--- config.mk ---
export PLATFORM = sky130hd
export DESIGN_NAME = pkt_tx_engine
export DESIGN_NICKNAME = d
export VERILOG_FILES = /design/src/rtl/pkt_tx_engine_pkg.sv /design/src/rtl/pkt_tx_fifo.sv /design/src/rtl/pkt_tx_engine.sv
export SDC_FILE = /design/constraint.sdc
export NUM_CORES = 1
export LEC_CHECK = 0
export BUFFER_PORTS_ARGS = -buffer_cell sky130_fd_sc_hd__buf_4
export CORE_MARGIN = 10
export CORE_UTILIZATION = 40
export CTS_BUF_LIST = sky130_fd_sc_hd__clkbuf_8 sky130_fd_sc_hd__clkbuf_16
export DETAILED_ROUTE_END_ITERATION = 8
export GPL_ROUTABILITY_DRIVEN = 0
export PLACE_DENSITY = 0.64
export SYNTH_ARGS = -nofsm -noshare
export SYNTH_HDL_FRONTEND = slang
export SYNTH_SLANG_ARGS = --single-unit
--- constraint.sdc ---
create_clock -name clk -period 4.69 [get_ports clk]
set_input_delay 0.469 -clock clk [delete_from_list [all_inputs] [get_ports clk]]
set_output_delay 0.469 -clock clk [all_outputs]
set_load 0.02 [all_outputs]
--- src/rtl/pkt_tx_engine_pkg.sv ---
// Shared types and helpers for the 64-bit packet transmit/receive datapath.
// Holds the engine state encoding, the word-0 ctrl default and the last-byte ctrl encoder.
package pkt_tx_engine_pkg;

  typedef enum logic [1:0] {
    ST_IDLE  = 2'd0,
    ST_FETCH = 2'd1,
    ST_DRAIN = 2'd2,
    ST_DONE  = 2'd3
  } state_t;

  localparam logic [7:0] FIRST_CTRL_DFLT = 8'hFF;

  // n valid bytes in the final word -> one-hot marker of the last valid byte; 0 means all 8.
  function automatic logic [7:0] last_ctrl(input logic [2:0] n);
    if (n == 3'd0) return 8'h01;
    return 8'h01 << (4'd8 - {1'b0, n});
  endfunction

endpackage

--- src/rtl/pkt_tx_fifo.sv ---
// Purpose: fall-through FIFO holding tagged words between the memory read port and the datapath.
// Latency: a push is visible at head the cycle after; pop takes effect at the clock edge.
// Backpressure: none internally; the writer must respect count (no full flag).
module pkt_tx_fifo #(
  parameter int DEPTH = 4,
  parameter int WIDTH = 72
) (
  input  logic                       clk,
  input  logic                       reset,
  input  logic                       push,
  input  logic [WIDTH-1:0]           push_dat,
  input  logic                       pop,
  output logic [WIDTH-1:0]           head,
  output logic [$clog2(DEPTH):0]     count,
  output logic                       empty
);

  localparam int PTR_W = $clog2(DEPTH);
  localparam int CNT_W = PTR_W + 1;

  logic [WIDTH-1:0] mem [DEPTH];
  logic [PTR_W-1:0] wr_ptr;
  logic [PTR_W-1:0] rd_ptr;

  always_ff @(posedge clk) begin
    if (push) mem[wr_ptr] <= push_dat;
  end

  always_ff @(posedge clk) begin
    if (reset) begin
      wr_ptr <= '0;
      rd_ptr <= '0;
      count  <= '0;
    end else begin
      if (push) wr_ptr <= wr_ptr + PTR_W'(1);
      if (pop)  rd_ptr <= rd_ptr + PTR_W'(1);
      case ({push, pop})
        2'b10:   count <= count + CNT_W'(1);
        2'b01:   count <= count - CNT_W'(1);
        default: count <= count;
      endcase
    end
  end

  assign head  = mem[rd_ptr];
  assign empty = (count == '0);

endmodule

--- src/rtl/pkt_tx_engine.sv ---
// Purpose: streams a stored packet from packet memory onto the 64-bit datapath with ctrl tagging.
// Latency: start -> first read 1 cycle -> first out_wr 3 cycles; 1 word/cycle sustained.
// Backpressure: out_rdy gates out_wr; reads are credit-limited so the prefetch buffer never overflows.
module pkt_tx_engine
  import pkt_tx_engine_pkg::*;
#(
  parameter int DATA_WIDTH = 64,
  parameter int CTRL_WIDTH = DATA_WIDTH / 8,
  parameter int ADDR_W     = 8,
  parameter int BUF_DEPTH  = 4,
  parameter logic [CTRL_WIDTH-1:0] FIRST_CTRL = CTRL_WIDTH'(FIRST_CTRL_DFLT)
) (
  input  logic                  clk,
  input  logic                  reset,
  input  logic                  start,
  input  logic [ADDR_W-1:0]     start_addr,
  input  logic [ADDR_W:0]       start_len,
  input  logic [2:0]            last_bytes,
  output logic                  busy,
  output logic                  done,
  output logic                  start_err,
  output logic                  mem_rd_en,
  output logic [ADDR_W-1:0]     mem_rd_addr,
  input  logic [DATA_WIDTH-1:0] mem_rd_data,
  output logic [DATA_WIDTH-1:0] out_data,
  output logic [CTRL_WIDTH-1:0] out_ctrl,
  output logic                  out_wr,
  input  logic                  out_rdy
);

  localparam int CNT_W   = $clog2(BUF_DEPTH) + 1;
  localparam int LEN_W   = ADDR_W + 1;
  localparam int MAX_LEN = 2 ** ADDR_W;

  state_t                state;
  logic [ADDR_W-1:0]     addr_q;
  logic [LEN_W-1:0]      len_q;
  logic [2:0]            lbytes_q;
  logic [LEN_W-1:0]      issue_idx;
  logic                  rd_vld;
  logic [CTRL_WIDTH-1:0] rd_ctrl;
  logic [CTRL_WIDTH-1:0] issue_ctrl;

  logic [CTRL_WIDTH+DATA_WIDTH-1:0] fifo_head;
  logic [CNT_W-1:0]                 fifo_count;
  logic                             fifo_empty;
  logic [CNT_W:0]                   occupancy;
  logic                             len_ok;
  logic                             last_issue;

  assign len_ok     = (start_len >= LEN_W'(2)) && (start_len <= LEN_W'(MAX_LEN));
  assign last_issue = (issue_idx == len_q - LEN_W'(1));

  // Words buffered plus the read still in flight; each issued read reserves its buffer slot.
  assign occupancy = {1'b0, fifo_count} + {{CNT_W{1'b0}}, rd_vld};
  assign mem_rd_en = (state == ST_FETCH) && (occupancy < (CNT_W+1)'(BUF_DEPTH));
  assign mem_rd_addr = mem_rd_en ? (addr_q + issue_idx[ADDR_W-1:0]) : '0;

  always_comb begin
    issue_ctrl = '0;
    if (issue_idx == '0)
      issue_ctrl = FIRST_CTRL;
    else if (last_issue)
      issue_ctrl = CTRL_WIDTH'(last_ctrl(lbytes_q));
  end

  always_ff @(posedge clk) begin
    if (reset) begin
      state     <= ST_IDLE;
      addr_q    <= '0;
      len_q     <= '0;
      lbytes_q  <= '0;
      issue_idx <= '0;
      rd_vld    <= 1'b0;
      rd_ctrl   <= '0;
      start_err <= 1'b0;
    end else begin
      start_err <= 1'b0;
      rd_vld    <= mem_rd_en;
      if (mem_rd_en) begin
        rd_ctrl   <= issue_ctrl;
        issue_idx <= issue_idx + LEN_W'(1);
      end
      case (state)
        ST_IDLE: begin
          if (start) begin
            if (len_ok) begin
              state     <= ST_FETCH;
              addr_q    <= start_addr;
              len_q     <= start_len;
              lbytes_q  <= last_bytes;
              issue_idx <= '0;
            end else begin
              start_err <= 1'b1;
            end
          end
        end
        ST_FETCH: if (mem_rd_en && last_issue) state <= ST_DRAIN;
        // Leave on the edge the buffer goes empty so done lands one cycle after the last write.
        ST_DRAIN: if (!rd_vld && (fifo_count == {{(CNT_W-1){1'b0}}, out_wr})) state <= ST_DONE;
        ST_DONE:  state <= ST_IDLE;
        default:  state <= ST_IDLE;
      endcase
    end
  end

  assign busy = (state != ST_IDLE);
  assign done = (state == ST_DONE);

  pkt_tx_fifo #(
    .DEPTH (BUF_DEPTH),
    .WIDTH (CTRL_WIDTH + DATA_WIDTH)
  ) u_fifo (
    .clk      (clk),
    .reset    (reset),
    .push     (rd_vld),
    .push_dat ({rd_ctrl, mem_rd_data}),
    .pop      (out_wr),
    .head     (fifo_head),
    .count    (fifo_count),
    .empty    (fifo_empty)
  );

  assign out_wr   = busy && !fifo_empty && out_rdy;
  assign out_data = fifo_empty ? '0 : fifo_head[DATA_WIDTH-1:0];
  assign out_ctrl = fifo_empty ? '0 : fifo_head[CTRL_WIDTH+DATA_WIDTH-1:DATA_WIDTH];

endmodule

==> flow_summary.json <==
{
  "status": "finished, final reports clean",
  "drc": 0,
  "r2r-end": "rd_ctrl[6]",
  "final_max_slew_viol_count": 0,
  "cts.clk_slew.worst_paths_ns": 0.06,
  "clock-sinks": 338,
  "synth-edff-count": 288,
  "ant_nets": 0,
  "synth-compound-area-share_pct": 3.56,
  "total_power_mw": 7.51,
  "grt_pass1_vias": 7744,
  "post_drt_wl_per_cell_um": 19.5,
  "dp_hpwl_um": 17800,
  "path_cells": "ha_1 -> a21o_1 -> a21oi_1 -> o21bai_1 -> a2111oi_0 -> o31ai_1 -> a21oi_1 -> buf_4",
  "synthCells": 793,
  "crit_end": "mem_rd_addr[7]",
  "synth_top_family_by_area": "multiplexers",
  "drt_wl_total_um": 28400,
  "p_per_area_mw_per_mm2": 454,
  "worstMarginPinSlew_ns": 0.951,
  "ys_seq_area_share_pct": 70.9,
  "multi_input_area_mm2": 0.00376,
  "seqCellArea_mm2": 0.00966,
  "synth_top_area_share_pct": 63.5,
  "initial_utilization_pct": 40.6,
  "ys_warn_count": 0,
  "root_buffer": "clkbuf_16",
  "synthArstFlopShare_pct": 0,
  "cp-startpoint": "issue_idx[1]",
  "critPathRequiredTime_ns": 4.22,
  "numCtsBuffers": 37,
  "io_buffers": 172,
  "rsz0062_at_grt": "false",
  "worst_ep_arrival_time_ns": 2.81,
  "muxShareOfSynthArea_pct": 12.0,
  "dr.pass1.iters": 6,
  "boundaryPins": 173,
  "grt_overflow": 0,
  "syn_nets": 903,
  "post-route-period-util_pct": 69.9,
  "worstPathMaxFanout": 8,
  "die_w_um": 204,
  "grt_pass1_wl_um": 44900,
  "setup_tns_ns": 0,
  "synthFlopType": "edfxtp_1",
  "leakage_nw": 5.67,
  "synthAdderAreaFrac_pct": 2.13,
  "whs_ns": 0.146,
  "synth.cell_area_mm2": 0.0136,
  "antenna_found_initial": 0,
  "avgSynthCellArea_um2": 17.2,
  "max_freq_ghz": 0.305,
  "r2r_cells": 6,
  "hold_viol": 0,
  "r2r-start": "len_q[0]",
  "viasPerCell": 5.04,
  "dieArea_mm2": 0.0418,
  "critPathMostFrequentCell": "a21oi_1",
  "cts_tree": "built",
  "clockBufferDepth": 3,
  "yosys-top-cells-count": "edfxtp_1, nor2b_1, mux4_2",
  "drt_iter0_drc": 299,
  "slowest_stage": "a2111oi_0",
  "fillers": 2901,
  "yosysMostFrequentCell": "edfxtp_1",
  "synth_cell_types": 52,
  "ir_worst_vdd_uv": 206,
  "setup_viol": 0,
  "coreArea_mm2": 0.0335,
  "cts_resized": 0,
  "path_buf_inv": 1,
  "skew_ns": 0.0323,
  "synth-simple-area-share_pct": 8.00,
  "slew_headroom_pct": 36.6,
  "final_layout_size_suffix_gt1_share_pct": 31.4,
  "start_kind": "flip-flop",
  "cts_hold_buf": 0,
  "insertion_delay_ns": 0.52,
  "ff2ff_setup_slack_ns": 1.92,
  "grt.total_usage_pct": 13.6,
  "max_cap_violations": 0,
  "cp.depth": 8,
  "die_y_um": 204,
  "ys_seq_elements": 338,
  "num_rows": 67,
  "grt_max_degree": 73,
  "max_stage_delay_ns": 0.53,
  "netlist_top_cells_area": "edfxtp_1, mux4_2, dfxtp_1",
  "synthToLayoutAreaGrowth_pct": 21.5,
  "fin_crit_ns": 3.28,
  "criticalPathCategory": "flip-flop to output pin",
  "yosys.area.top_type": "edfxtp_1",
  "cp-end-kind": "output pin",
  "hp-class": "input port to flip-flop",
  "nets": 1088,
  "vias": 7321,
  "h-tree-depth": 2,
  "cp_top_family": "compound AO/OA/AOI/OAI gates",
  "synthXorXnorAreaFrac_pct": 1.87,
  "post_cts_buffers": 0
}
worst register-to-register path: stages (launching register included):
cell,delay [ns]
dfxtp_1,0.35
or4_1,0.64
or3_4,0.44
a2111oi_4,0.37
o2111a_2,0.33
or4b_1,0.44
a21oi_1,0.14
kinds of logic after synthesis:
logic type      Yosys count
mux                      73
fa+ha+maj                22
xor+xnor                 29
flops                   338
simple gates            201
buf+inv                  56
compound gates           74
where the power goes:
part	total (mW)	internal, mW	leakage (nW)	switching, mW
registers	3.59	3.47	3.01	0.118
clock network	2.59	1.49	0.587	1.10
logic	1.32	0.551	2.07	0.772
flip-flops by register name (all words and copies together) (netlist names), 2 cells and up, named ones only:
signal / cells
rd_ctrl: 8
lbytes_q: 3
state: 2
u_fifo.wr_ptr: 2
u_fifo.rd_ptr: 2
addr_q: 8
u_fifo.count: 3
issue_idx: 9
u_fifo.mem: 288
len_q: 9
cells in the final DEF (no fill, tap or decap), types with 2 or more instances in the layout:
| cell | count |
|---|---|
| o21a_1 | 2 |
| o21ai_0 | 4 |
| nor4b_1 | 4 |
| a21oi_1 | 42 |
| nor2b_1 | 74 |
| clkinv_1 | 7 |
| nor2_1 | 30 |
| fa_1 | 2 |
| inv_1 | 32 |
| dfxtp_4 | 2 |
| and2_4 | 4 |
| clkinv_8 | 2 |
| nor3_1 | 4 |
| o211ai_1 | 6 |
| edfxtp_1 | 288 |
| xnor2_1 | 14 |
| or4b_1 | 2 |
| or4_1 | 4 |
| ha_1 | 20 |
| and3_1 | 2 |
| nand3_1 | 6 |
| buf_4 | 181 |
| or3_1 | 3 |
| o21bai_1 | 2 |
| nand4_1 | 2 |
| dfxtp_1 | 48 |
| nor4_1 | 2 |
| mux4_2 | 72 |
| xor2_1 | 15 |
| and2_1 | 4 |
| o2bb2ai_1 | 3 |
| nand2_1 | 51 |
| clkbuf_16 | 37 |
| o31ai_1 | 2 |
| clkinv_2 | 4 |
| a21o_1 | 2 |
| o221ai_1 | 2 |
worst min-delay path by stage:
stage | end | cells after the start | slack [ns] | from
floorplan | addr_q[0] | 2 | 0.44 | addr_q[0]
finish | u_fifo.mem[3][13] | 1 | 0.15 | mem_rd_data[13]
global placement | addr_q[5] | 2 | 0.45 | addr_q[5]
CTS | u_fifo.mem[3][13] | 1 | 0.11 | mem_rd_data[13]
detailed placement | addr_q[0] | 2 | 0.46 | addr_q[0]
global route | u_fifo.mem[3][44] | 1 | 0.13 | mem_rd_data[44]
cell type report:
type	instances	share of cell area (%)
clock buffers	37	5.60
well taps	448	3.39
flip-flops and latches	338	58.4
inverters	20	0.454
diodes	1	0.0151
multi-input cells	399	22.8
clock inverters	28	1.04
repair buffers	182	8.34
metrics by stage:
stage	instances	area, um^2	setup WS [ns]	util [%]
after floorplan	793	13600	1.97	-
after global placement	1387	15400	1.92	46.0
after detailed placement	1387	15400	1.91	46.0
after CTS	1452	16500	1.35	49.3
after global routing	1452	16500	1.14	49.3
final	1453	16500	1.41	49.3
per-layer routing:
layer | routed length [um] | global-route usage (%) | up-vias
li1 | - | - | 3426
met1 | 12600 | 18.5 | 3685
met2 | 13700 | 21.8 | 171
met3 | 1600 | 3.15 | 39
met4 | 437 | 3.09 | 0
met5 | 0 | 0 | -
(Power assumes the default switching activity.)
